## src/rtl/mem_stage.sv

```systemverilog
// MIPS memory-access stage: data-memory req/ack bus, byte-lane steering, load extension.
// Define MEM_ALIGN_CHECK_EN to reject misaligned halfword/word accesses without a bus cycle.
module mem_stage #(
    parameter int TIMEOUT = 255
) (
    input  logic        clock,
    input  logic        reset,
    input  logic        valid_in,
    input  logic [31:0] addr_in,
    input  logic [31:0] store_in,
    input  logic [4:0]  dest_in,
    input  logic [5:0]  op_in,
    input  logic [7:0]  signals_in,
    output logic        stall_out,
    output logic        valid_out,
    output logic [31:0] data_out,
    output logic [4:0]  dest_out,
    output logic [5:0]  op_out,
    output logic [7:0]  signals_out,
    output logic        mem_err_out,
    output logic        dmem_req,
    output logic        dmem_we,
    output logic [31:0] dmem_addr,
    output logic [3:0]  dmem_be,
    output logic [31:0] dmem_wdata,
    input  logic        dmem_ack,
    input  logic [31:0] dmem_rdata
);

    localparam logic [7:0] TMO = 8'(TIMEOUT);

    typedef enum logic [1:0] {IDLE, WAIT, RESP} state_t;

    state_t      state_q;
    logic [31:0] addr_q;
    logic [31:0] wdata_q;
    logic [31:0] result_q;
    logic [3:0]  be_q;
    logic        we_q;
    logic        req_q;
    logic        err_q;
    logic [5:0]  op_q;
    logic [4:0]  dest_q;
    logic [7:0]  sig_q;
    logic [7:0]  cnt_q;

    logic        is_mem;
    logic        misal;
    logic [3:0]  be_d;
    logic [31:0] wdata_d;
    logic [31:0] load_d;
    logic [7:0]  lane_byte;
    logic [15:0] lane_half;
    logic [7:0]  cnt_d;
    logic        expired;

    assign is_mem = valid_in & (signals_in[1] | signals_in[2]);

    always_comb begin
        be_d    = 4'b1111;
        wdata_d = store_in;
        case (op_in)
            6'h20, 6'h24, 6'h28: begin
                be_d    = 4'b0001 << addr_in[1:0];
                wdata_d = {4{store_in[7:0]}};
            end
            6'h21, 6'h25, 6'h29: begin
                be_d    = addr_in[1] ? 4'b1100 : 4'b0011;
                wdata_d = {2{store_in[15:0]}};
            end
            default: ;
        endcase
    end

`ifdef MEM_ALIGN_CHECK_EN
    always_comb begin
        misal = 1'b0;
        case (op_in)
            6'h21, 6'h25, 6'h29: misal = addr_in[0];
            6'h23, 6'h2B:        misal = |addr_in[1:0];
            default: ;
        endcase
    end
`else
    assign misal = 1'b0;
`endif

    always_comb begin
        lane_byte = dmem_rdata[7:0];
        case (addr_q[1:0])
            2'd1:    lane_byte = dmem_rdata[15:8];
            2'd2:    lane_byte = dmem_rdata[23:16];
            2'd3:    lane_byte = dmem_rdata[31:24];
            default: ;
        endcase
    end

    assign lane_half = addr_q[1] ? dmem_rdata[31:16] : dmem_rdata[15:0];

    always_comb begin
        load_d = dmem_rdata;
        case (op_q)
            6'h20:   load_d = {{24{lane_byte[7]}}, lane_byte};
            6'h24:   load_d = {24'd0, lane_byte};
            6'h21:   load_d = {{16{lane_half[15]}}, lane_half};
            6'h25:   load_d = {16'd0, lane_half};
            default: ;
        endcase
        if (we_q)
            load_d = 32'd0;
    end

    // Saturating wait counter; expiry is judged on the value it is about to take.
    assign cnt_d   = (cnt_q == 8'hFF) ? cnt_q : cnt_q + 8'd1;
    assign expired = (cnt_d >= TMO);

    always_ff @(posedge clock) begin
        if (reset) begin
            state_q  <= IDLE;
            addr_q   <= '0;
            wdata_q  <= '0;
            result_q <= '0;
            be_q     <= '0;
            we_q     <= 1'b0;
            req_q    <= 1'b0;
            err_q    <= 1'b0;
            op_q     <= '0;
            dest_q   <= '0;
            sig_q    <= '0;
            cnt_q    <= '0;
        end else begin
            case (state_q)
                IDLE: begin
                    if (is_mem) begin
                        addr_q   <= addr_in;
                        be_q     <= be_d;
                        wdata_q  <= wdata_d;
                        we_q     <= signals_in[2];
                        op_q     <= op_in;
                        dest_q   <= dest_in;
                        cnt_q    <= '0;
                        result_q <= '0;
                        if (misal) begin
                            err_q   <= 1'b1;
                            sig_q   <= {signals_in[7:1], 1'b0};
                            state_q <= RESP;
                        end else begin
                            err_q   <= 1'b0;
                            sig_q   <= signals_in;
                            req_q   <= 1'b1;
                            state_q <= WAIT;
                        end
                    end
                end
                WAIT: begin
                    cnt_q <= cnt_d;
                    if (dmem_ack) begin
                        req_q    <= 1'b0;
                        result_q <= load_d;
                        state_q  <= RESP;
                    end else if (expired) begin
                        req_q    <= 1'b0;
                        result_q <= '0;
                        err_q    <= 1'b1;
                        sig_q[0] <= 1'b0;
                        state_q  <= RESP;
                    end
                end
                RESP: state_q <= IDLE;
                default: state_q <= IDLE;
            endcase
        end
    end

    assign stall_out   = (state_q == WAIT) || (state_q == IDLE && is_mem);
    assign valid_out   = (state_q == RESP) || (state_q == IDLE && valid_in && !is_mem);
    assign data_out    = (state_q == RESP) ? result_q : addr_in;
    assign dest_out    = (state_q == RESP) ? dest_q : dest_in;
    assign op_out      = (state_q == RESP) ? op_q : op_in;
    assign signals_out = (state_q == RESP) ? sig_q : signals_in;
    assign mem_err_out = (state_q == RESP) && err_q;

    assign dmem_req   = req_q;
    assign dmem_we    = we_q;
    assign dmem_addr  = {addr_q[31:2], 2'b00};
    assign dmem_be    = be_q;
    assign dmem_wdata = wdata_q;

endmodule

```

## config.mk

```make
export PLATFORM = sky130hd
export DESIGN_NAME = mem_stage
export DESIGN_NICKNAME = d
export VERILOG_FILES = /design/src/rtl/mem_stage.sv
export SDC_FILE = /design/constraint.sdc
export NUM_CORES = 1
export LEC_CHECK = 0
export ABC_CLOCK_PERIOD_IN_PS = 2900
export BUFFER_PORTS_ARGS = -buffer_cell sky130_fd_sc_hd__buf_2
export CORE_UTILIZATION = 35
export DETAILED_ROUTE_END_ITERATION = 8
export PLACE_DENSITY = 0.64
export SLEW_MARGIN = 20
export SYNTH_ARGS = -nofsm -noshare
export SYNTH_HDL_FRONTEND = slang
export SYNTH_SLANG_ARGS = --single-unit
```

## constraint.sdc

```tcl
create_clock -name clock -period 2.9 [get_ports clock]
set_clock_uncertainty 0.15 [all_clocks]
set_input_delay 0.29 -clock clock [delete_from_list [all_inputs] [get_ports clock]]
set_output_delay 0.29 -clock clock [all_outputs]
set_load 0.05 [all_outputs]
```

==> impl_metrics.tcl, run 1 <==
set metrics [dict create \
    status "finished clean" \
    cp-startpoint "op_in[3]" \
    synth_seq_cells 131 \
    syn_area_per_cell_um2 7.95 \
    slew_headroom_pct 35.2 \
    final_hold_viol_count 0 \
    cts_buffer_depth 2 \
    wirelength_um 22500 \
    rsz0062_at_grt "false" \
    diodes 0 \
    vias 6963 \
    hpwlAfterDp_um 15500 \
    finalCriticalPeriod_ns 2.77 \
    synthDistinctLibCells 53 \
    clkSinkCount 131 \
    startpoint_type "input port" \
    cp.required_ns 3.12 \
    cts_tree "built" \
    rows 50 \
    grt_pass1_vias 6572 \
    synth_top_cell_by_area "dfxtp_1" \
    cts_resized 0 \
    final_area_mm2 0.00911 \
    via_per_inst 5.21 \
    synthTopCellsByCount "198 x nand2_1, 131 x dfxtp_1, 75 x a21oi_1, 42 x clkbuf_1, 40 x nor2_1" \
    die_w_um 140 \
    die_area_mm2 0.0197 \
    syn_inst 842 \
    synth_top_area_share_pct 39.2 \
    synth_top_family_by_area "compound AO/OA/AOI/OAI gates" \
    grt_start_max_net_pins 92 \
    yosysWarnings 0 \
    gr-usage-met1_pct 27.1 \
    grtUsageMet2_pct 38.2 \
    postPlaceCellArea_mm2 0.00784 \
    fin_nets 1210 \
    r2r-start "state_q[1]" \
    end_kind "register" \
    die_y_um 140 \
    synthMuxAreaShare_pct 8.73 \
    r2r_slack_ns 0.29 \
    drc 0 \
    path_max_fanout 26 \
    synth_xor_area_share_pct 0 \
    grt.total_usage_pct 22.3 \
    synth_edf_count 0 \
    period_share_pct 95.6 \
    yosys-top-cells-area "dfxtp_1 39%, nand2_1 11%, a21oi_1 5.6%, mux2_2 5.6%, buf_4 3.6%" \
    synthAdderAreaFrac_pct 0.187 \
    yosysSeqAreaShare_pct 39.2 \
    crit_end "dmem_wdata[23]" \
    ios 243 \
    cts_root_buffer "clkbuf_16" \
    synth-simple-area-share_pct 20.6 \
    htreeDepth 4 \
    grt_overflow 0 \
    syn-cell-area_mm2 0.00670 \
    min_path_type "input port to register" \
    setup_viol 0 \
    antenna_found_initial 0 \
    utilization_pct 48.7 \
    setup_tns_ns 0 \
    grt-busiest-layer "met2" \
    max_freq_mhz 361 \
    numCtsBuffers 17 \
    synth_most_common_cell "nand2_1" \
    ys_async_sr_fraction_pct 0 \
    portBuffers 240 \
    insertion_delay_ns 0.42 \
    drv_slew 0 \
    synth_ff_type "dfxtp_1" \
    crit_type "input port to register" \
    cp.arrival_ns 3.00 \
    firstDrtPassIters 5 \
    drive_gt1_share_pct 31.4 \
    p_per_area_mw_per_mm2 585 \
    design.core.area_mm2 0.0187 \
    synth_compound_area_share_pct 22.2 \
    clk_pin_slew_worst_paths_ns 0.07 \
    drtIter0Drc 309 \
    p_leak_uw 0.00400 \
    start_util_pct 35.8 \
    r2r-end "dmem_wdata[23]" \
    drt-wirelength-per-cell_um 16.8 \
    met3_usage_pct 5.50 \
    drv_cap 0 \
    ir_drop_uv 407 \
    nFillCells 1819 \
    worst_slew_pin_slew_ns 0.968 \
    rr_worst_depth 6 \
    grt_first_pass_wirelength_um 34300 \
    gp_congestion 0.831 \
    area_growth_pct 36.0 \
    ant_nets 0 \
]
==> sequential cells by signal, indices dropped and copies added, names as in the netlist <==
signal      count
addr_q         32
cnt_q           8
dest_q          5
dmem_be         4
dmem_req        1
dmem_wdata     32
err_q           1
op_q            6
result_q       32
sig_q           8
state_q         2
==> layout make-up <==
cell class	instances	area, um^2	area share [%]
Inverter	22	82.6	0.907
Timing Repair Buffer	324	2020	22.1
Sequential cell	131	2620	28.8
Multi-Input combinational cell	594	3520	38.6
Clock inverter	14	145	1.59
Tap cell	234	293	3.22
Clock buffer	18	429	4.71
==> where the power goes <==
part | switching [uW] | total (uW) | internal (uW)
Clock | 910 | 2120 | 1210
Sequential | 70.7 | 1980 | 1910
Combinational | 851 | 1230 | 376
==> per-stage QoR <==
stage | setup slack [ns] | total power, uW | std cells | hold WS (ns)
after floorplan | 0.573 | 2850 | 843 | 0.268
after global placement | 0.496 | 3160 | 1236 | 0.289
after detailed placement | 0.435 | 3170 | 1236 | 0.293
after CTS | 0.0292 | 5370 | 1336 | 0.00253
after global routing | 0.00818 | 5550 | 1337 | 0.00476
final | 0.129 | 5330 | 1337 | 0.0129
==> cells by family (layout without fill, tap and decap cells) <==
family / count (synthesis) / after routing
multiplexers: 53 / 53
other: 1 / 2
AND/OR/NAND/NOR: 316 / 317
flip-flops: 131 / 131
adder cells (fa/ha/maj): 1 / 1
AO/OA/AOI/OAI: 221 / 221
buffers and inverters: 119 / 378
==> worst min-delay path by stage <==
stage | start | end | slack (ns) | depth (start not counted)
after global routing | store_in[5] | dmem_wdata[5] | 0.005 | 3
after detailed placement | addr_q[16] | addr_q[16] | 0.29 | 2
after CTS | op_in[5] | op_q[5] | 0.003 | 3
after floorplan | dmem_rdata[22] | result_q[22] | 0.27 | 2
after global placement | dmem_wdata[24] | dmem_wdata[24] | 0.29 | 2
final | store_in[5] | dmem_wdata[5] | 0.01 | 3
==> placed cells by master (no fill, tap or decap), drive strengths merged, types with 4 or more instances in the layout <==
cell type / count
nor3: 18
o22ai: 9
dlygate4sd3: 68
nor2: 41
nand3: 17
a211oi: 17
and2: 9
nor2b: 14
nand2: 198
o21ai: 45
a21oi: 75
dfxtp: 131
nand2b: 5
o211ai: 10
mux2i: 19
a211o: 7
clkinv: 4
a221oi: 16
a31oi: 8
clkbuf: 18
buf: 256
mux2: 33
a32oi: 7
o221ai: 8
a311oi: 9
inv: 28
==> what timing repair did <==
item	4_1_cts	5_1_grt
endpoints found under the setup margin	0	1
buffers inserted	0	0
hold buffers	68	0
hold endpoints to repair	67	0
==> critical path: stages <==
cell	delay, ns
dlygate4sd3_1	0.54
buf_2	0.13
a211oi_1	0.59
and2_1	0.24
buf_4	0.28
nand2_1	0.10
a311oi_1	0.24
dlygate4sd3_1	0.58
==> metal layers <==
layer  up-vias  wire [um]
met5         -          0
met4         0        419
met3        32       1490
met2       262      10900
met1      3235       9690
li1       3434          -
Note: power is estimated with default switching activity, not from simulation.
==> run 2: changes to the inputs <==
--- a/config.mk
+++ b/config.mk
@@ -7,9 +7,9 @@
 export LEC_CHECK = 0
 export ABC_CLOCK_PERIOD_IN_PS = 2900
 export BUFFER_PORTS_ARGS = -buffer_cell sky130_fd_sc_hd__buf_2
-export CORE_UTILIZATION = 35
+export CORE_UTILIZATION = 50
 export DETAILED_ROUTE_END_ITERATION = 8
-export PLACE_DENSITY = 0.64
+export PLACE_DENSITY = 0.85
 export SLEW_MARGIN = 20
 export SYNTH_ARGS = -nofsm -noshare
 export SYNTH_HDL_FRONTEND = slang
==> impl_metrics.tcl, run 2 (synthesis gave the netlist of run 1 again) <==
set metrics [dict create \
    ios 243 \
    min_path_type "input port to register" \
    path_depth 5 \
    drv_cap 0 \
    rr_worst_depth 6 \
    die_area_mm2 0.0139 \
    wirelength_um 22200 \
    status "finished clean" \
    rsz0062_at_grt "false" \
    path_delay_family "buffers and inverters" \
    slowest_delay_ns 0.45 \
    max_freq_mhz 385 \
    drc 0 \
    drive_gt1_share_pct 31.6 \
    ir_drop_uv 406 \
    grt.total_usage_pct 32.0 \
    antenna_found_initial 1 \
    setup_tns_ns 0 \
    firstDrtPassIters 5 \
    cp-startpoint "state_q[0]" \
    holdBufCountCts 66 \
    grt_pass1_vias 6848 \
    cts_buffer_depth 2 \
    path_max_fanout 15 \
    r2r-end "dmem_be[0]" \
    final_common_cell "buf_2" \
    r2r_slack_ns 0.49 \
    cp.arrival_ns 2.16 \
    via_per_inst 5.70 \
    start_util_pct 52.2 \
    slew_headroom_pct 42.3 \
    final.setup.worst_slack_ns 0.301 \
    die_y_um 118 \
    final_cell_mix "239 x buf_2, 198 x nand2_1, 131 x dfxtp_1" \
    post-place-ws_ns 0.555 \
    grt_first_pass_wirelength_um 35000 \
    r2r-start "state_q[0]" \
    fin_nets 1209 \
    grt_overflow 0 \
    cp.required_ns 2.46 \
    holdWs_ns 0.00835 \
    clkSinkCount 131 \
    rows 41 \
    cts_tree "built" \
    cts_resized 0 \
    worst_slew_pin_slew_ns 0.866 \
    end_kind "primary output" \
    drtIter0Drc 643 \
    drt-wirelength-per-cell_um 17.4 \
    hpwlAfterDp_um 14600 \
    crit_type "register to primary output" \
    setup_viol 0 \
    gp_congestion 0.913 \
    htreeDepth 4 \
    insertion_delay_ns 0.42 \
    ant_nets 0 \
    power_uw 5260 \
    numCtsBuffers 17 \
    grt_start_max_net_pins 81 \
    post_cts_buffers 0 \
    crit_end "data_out[31]" \
    p_leak_uw 0.00400 \
    clk_pin_slew_worst_paths_ns 0.06 \
    die_w_um 118 \
    finalCriticalPeriod_ns 2.60 \
    crit_chain "nand2b_2 -> buf_4 -> nand2_1 -> o21ai_0 -> buf_2" \
    cp_slowest_cell "nand2b_2" \
    design.core.area_mm2 0.0128 \
    period_share_pct 89.6 \
    vias 7264 \
    final_hold_viol_count 0 \
    startpoint_type "register" \
    area_growth_pct 34.6 \
    drv_slew 0 \
    cts_root_buffer "clkbuf_16" \
    p_per_area_mw_per_mm2 584 \
    crit_buf_inv 2 \
    portBuffers 240 \
]
[run 2: cell types whose count changed in the layout (fill, tap and decap cells not counted), sizes merged, moves of 2 or more]
cell and delta:
clkinv +2, buf +2, inv -5, clkinvlp +2, dlygate4sd3 -2
[run 2: worst min path at each step]
stage | slack, ns | depth (start not counted) | to | startpoint
after detailed placement | 0.29 | 2 | dmem_wdata[0] | dmem_wdata[0]
after global placement | 0.29 | 2 | addr_q[11] | addr_q[11]
final | 0.008 | 3 | dmem_wdata[7] | store_in[7]
after global routing | 0.008 | 3 | dmem_wdata[23] | store_in[23]
after floorplan | 0.27 | 2 | result_q[22] | dmem_rdata[22]
after CTS | 0.0004 | 3 | dmem_wdata[4] | store_in[4]
[run 2: power breakdown]
group          internal [uW]  leakage, uW  switching [uW]
registers               1910      0.00107            71.5
logic                    376      0.00266             861
clock network           1220     0.000267             822
[run 2: per-layer routing]
layer / GRT usage (%) / routed length [um] / part of all wire [%]
met3: 7.51 / 1660 / 7.5
met1: 38.6 / 8990 / 41
met5: 0 / 0 / 0
met2: 51.4 / 10400 / 47
met4: 19.7 / 1090 / 4.9
[run 2: worst reg2reg max path, cell delays in order, from the launching register on]
cell and delay (ns):
dfxtp_1 0.33, nor3b_2 0.39, nor2b_4 0.50, buf_12 0.35
nand2_1 0.21, o22ai_1 0.25, nor2_1 0.08
[run 2: layout make-up]
type                    instances  area [um^2]
fillers                       968         3810
repair buffers                324         2020
inverters                      22         82.6
diodes                          1         2.50
multi-input cells             593         3500
clock inverters                13          110
well taps                     172          215
clock buffers                  19          453
flip-flops and latches        131         2620
[run 2: metrics by stage]
step | cell area (um^2) | utilization [%] | cells
final | 9010 | 70.3 | 1275
after CTS | 9010 | 70.3 | 1274
after global placement | 7790 | 60.7 | 1176
after floorplan | 6700 | - | 843
after detailed placement | 7790 | 60.7 | 1176
after global routing | 9010 | 70.3 | 1275
